File: config.mk
export PLATFORM = sky130hd
export DESIGN_NAME = encoder8to3_pend
export DESIGN_NICKNAME = d
export VERILOG_FILES = /design/src/rtl/encoder8to3_pend.sv
export SDC_FILE = /design/constraint.sdc
export NUM_CORES = 1
export LEC_CHECK = 0
export CORE_MARGIN = 3
export CORE_UTILIZATION = 40
export CTS_BUF_LIST = sky130_fd_sc_hd__clkbuf_16
export DETAILED_ROUTE_END_ITERATION = 12
export GPL_ROUTABILITY_DRIVEN = 0
export PLACE_DENSITY = 0.68
export SETUP_SLACK_MARGIN = 0.05
export SLEW_MARGIN = 20
export SYNTH_ARGS = -nofsm -noshare
export SYNTH_HDL_FRONTEND = slang
export SYNTH_SLANG_ARGS = --single-unit
export TNS_END_PERCENT = 30
File: constraint.sdc
create_clock -name clk -period 1.4 [get_ports clk]
set_clock_uncertainty 0.1 [all_clocks]
set_input_delay 0.14 -clock clk [delete_from_list [all_inputs] [get_ports clk]]
set_output_delay 0.14 -clock clk [all_outputs]
set_load 0.005 [all_outputs]
File: src/rtl/encoder8to3_pend.sv
// Pending-request 8-to-3 priority encoder with a present/acknowledge handshake.
// Optional sticky overflow detection is compiled in when ENC_OVF_EN is defined.
module encoder8to3_pend (
  input  logic clk,
  input  logic rst,
  input  logic en,
  input  logic d0,
  input  logic d1,
  input  logic d2,
  input  logic d3,
  input  logic d4,
  input  logic d5,
  input  logic d6,
  input  logic d7,
  input  logic ack,
  output logic c,
  output logic a,
  output logic b,
  output logic valid,
  output logic busy,
  output logic ovf
);

  typedef enum logic [0:0] {
    ST_IDLE    = 1'b0,
    ST_PRESENT = 1'b1
  } state_t;

  state_t     r_state;
  state_t     w_state_nxt;
  logic [7:0] w_req;
  logic [7:0] w_set;
  logic [7:0] w_clr;
  logic [7:0] r_pend;
  logic [7:0] w_pend_nxt;
  logic [2:0] r_code;
  logic [2:0] w_code_nxt;
  logic       r_valid;
  logic       w_valid_nxt;
  logic       r_busy;

  // Highest set bit index; bit 7 has top priority.
  function automatic logic [2:0] f_highest(input logic [7:0] v);
    logic [2:0] idx;
    idx = 3'd0;
    for (int i = 0; i < 8; i++) begin
      if (v[i]) begin
        idx = 3'(i);
      end else begin
        idx = idx;
      end
    end
    return idx;
  endfunction

  assign w_req = {d7, d6, d5, d4, d3, d2, d1, d0};

  // Next-state, dispatch and pending-register update; a new set beats an ack clear.
  always_comb begin
    w_state_nxt = r_state;
    w_code_nxt  = r_code;
    w_valid_nxt = r_valid;
    w_clr       = 8'h00;
    if (en) begin
      w_set = w_req;
    end else begin
      w_set = 8'h00;
    end
    case (r_state)
      ST_IDLE: begin
        if (en && (r_pend != 8'h00)) begin
          w_state_nxt = ST_PRESENT;
          w_code_nxt  = f_highest(r_pend);
          w_valid_nxt = 1'b1;
        end else begin
          w_state_nxt = ST_IDLE;
          w_valid_nxt = 1'b0;
        end
      end
      ST_PRESENT: begin
        if (ack) begin
          w_clr       = 8'h01 << r_code;
          w_state_nxt = ST_IDLE;
          w_valid_nxt = 1'b0;
        end else begin
          w_state_nxt = ST_PRESENT;
          w_valid_nxt = 1'b1;
        end
      end
      default: begin
        w_state_nxt = ST_IDLE;
        w_valid_nxt = 1'b0;
      end
    endcase
    w_pend_nxt = (r_pend & ~w_clr) | w_set;
  end

  // FSM state register.
  always_ff @(posedge clk) begin
    if (rst) begin
      r_state <= ST_IDLE;
    end else begin
      r_state <= w_state_nxt;
    end
  end

  // Datapath registers; busy is registered from the next-state values.
  always_ff @(posedge clk) begin
    if (rst) begin
      r_pend  <= 8'h00;
      r_code  <= 3'b000;
      r_valid <= 1'b0;
      r_busy  <= 1'b0;
    end else begin
      r_pend  <= w_pend_nxt;
      r_code  <= w_code_nxt;
      r_valid <= w_valid_nxt;
      r_busy  <= (w_pend_nxt != 8'h00) || w_valid_nxt;
    end
  end

`ifdef ENC_OVF_EN
  logic r_ovf;
  logic w_ovf_hit;

  assign w_ovf_hit = |(w_set & r_pend & ~w_clr);

  // Sticky overflow: a request re-arrives for a bit that is still pending.
  always_ff @(posedge clk) begin
    if (rst) begin
      r_ovf <= 1'b0;
    end else if (w_ovf_hit) begin
      r_ovf <= 1'b1;
    end else begin
      r_ovf <= r_ovf;
    end
  end

  assign ovf = r_ovf;
`else
  assign ovf = 1'b0;
`endif

  assign {c, a, b} = r_code;
  assign valid     = r_valid;
  assign busy      = r_busy;

endmodule
==> qor.txt <==
Post-route ant nets -> 0
Die W -> 45.2 um
CTS Buf Count -> 3
Critical R2R Launch -> r_code[0]
Number of distinct library cells after synthesis -> 25
Share of cells above drive strength 1 -> 47.4%
VDD IR max -> 0.000977 V
Sink Count -> 13
First-pass GRT wire length -> 3110 um
Skew-Pair Late Insertion Delay -> 0.24 ns
Result of the run -> finished with violations
Clk buf depth -> 2
Most frequent cell after synthesis -> dfxtp_1
Clk root buf -> clkbuf_16
GRT Util Overall -> 22.2%
Clock transition at path regs -> 0.04 ns
# nets final -> 129
Syn. warnings -> 0
DRT Pass-1 Iters -> 4
CP endpoint kind -> flop
Syn_area_per_cell -> 8.52 um2
CP startpoint -> r_code[0]
Post-route minimum period -> 1.46 ns
DR WL/cell -> 17.9 um
Final worst slack -> -0.0630 ns
Initial DRC Count -> 20
Area growth, synth to finish -> 89.0%
Fraction of registers with async set/reset -> 0%
Fmax -> 0.684 GHz
Hold Path Origin -> ack
Min-Delay Path Class -> input port to flop
Top post-synthesis cells by count -> 13 x dfxtp_1, 10 x a21oi_1, 9 x nor2_1, 7 x nand2_1, 4 x inv_1
# setup viols final -> 4
I/O Buffers -> 16
Cell Area, Synth -> 613 um2
Pre-CTS WS -> -0.361 ns
FP Rows -> 13
Post-Layout Inst Area -> 1160 um2
CTS tree -> built
Die area -> 2040 um2
P_leak -> 0.499 nW
Crit path launch type -> flop
CTS H-tree depth -> 1
Vias -> 755
Fraction of the yosys area taken by sequential cells -> 42.4%
HPWL Detailed -> 1240 um
Synth area leader -> dfxtp_1
Final Hold Fails -> 0
Top Ports -> 18
Vias in the first global route -> 724
Total congestion overflow -> 0
Cells after synthesis -> 72
Synth area leaders -> dfxtp_1 42%, a21oi_1 8.2%, nor2_1 5.5%, a311oi_4 4.3%, nand2_1 4.3%
EDFF count, synth -> 0
Pin count of the biggest net entering global routing -> 14
Initial antenna violation count -> 0
Crit share post-route -> 105%
Critical path required time -> 1.41 ns
Setup repair after global routing missed its margin -> yes
Yosys top cell area share -> 42.4%
Core Util, Final -> 84.8%
CP Max Fanout -> 4
CP Cell Sequence -> nand3b_1, o21ai_2, nand2_1, nor3_2, a41oi_1
Failing checks -> setup timing
Fin. max-slew vios -> 0
Seq cells post-synth -> 13
Slowest CP cell -> dfxtp_2
WS Path Type -> flop to flop
Antenna Cells -> 0
Power Dens Cells -> 1160 nW/um2
Die Ht -> 45.2 um
Post-DR vias/cell -> 5.76
Total of max-cap violations -> 0
Residual DRC count -> 0
DP Area -> 926 um2
WL final -> 2340 um
Worst path max stage delay -> 0.33 ns
Synth Flop Type -> dfxtp_1
Core box area -> 1370 um2
Synthesized Nets -> 84
WP data arrival -> 1.48 ns
Worst hold slack -> 0.303 ns
Initial Util -> 44.9%
[routing by layer]
metal | wire [um] | GRT usage (%)
met4 | 78 | 15.8
met1 | 918 | 26.0
met2 | 1200 | 34.7
met5 | 0 | 0
met3 | 151 | 5.98
[per-stage QoR]
| stage | TNS (ns) | power (W) | cells |
|---|---|---|---|
| after floorplan | 0 | 0.000570 | 72 |
| final | -0.134 | 0.00134 | 131 |
| after detailed placement | -1.74 | 0.000727 | 119 |
| after CTS | -0.0512 | 0.00130 | 130 |
| after global placement | -1.43 | 0.000724 | 119 |
| after global routing | -0.507 | 0.00139 | 131 |
[cells in the final DEF (no fill, tap or decap), drive strengths merged, types with 5 or more instances in the layout]
cell type,instances
a21oi,10
buf,27
clkdlybuf4s50,10
dfxtp,13
dlygate4sd2,5
inv,5
nand2,7
nor2,9
o21ai,5
[what timing repair did]
item,CTS,global route
pin swaps,11,8
buffers inserted,7,1
gates cloned,0,0
gates resized for setup,25,9
setup endpoints to repair,7,8
hold buffers,0,0
[flip-flops by register name, indices dropped and copies added, names as in the netlist]
register  cells
r_pend        8
busy          1
r_code        3
valid         1
[critical path, delay by kind of cell (launching register included)]
family,cells,cell delay (ns)
flops,1,0.33
compound gates,2,0.34
simple gates,3,0.56
[area by class of cell]
cell class	instances	area, um2
multi-input cells	52	402
repair buffers	43	370
clock inverters	1	3.75
well taps	15	18.8
inverters	4	15.0
fillers	80	208
flip-flops and latches	13	274
clock buffers	3	75.1
[path summary, 6_finish.rpt]
check,to,slack (ns),cells after the start
max,busy,-0.06,5
min,valid,0.30,4
max reg2reg,busy,-0.06,5
min reg2reg,r_code[0],0.42,2
[kinds of logic after synthesis]
group           after synthesis  share of synthesized area [%]
compound gates               27                           32.2
buf+inv                       7                           5.51
flops                        13                           42.4
other cells                   1                          0.612
simple gates                 24                           19.2
[power breakdown]
part / switching (W) / leakage, nW / internal [W]
registers: 0.0000395 / 0.111 / 0.000411
logic: 0.000163 / 0.346 / 0.000197
clock network: 0.000152 / 0.0423 / 0.000376
Power figures use the tool's default switching activity.
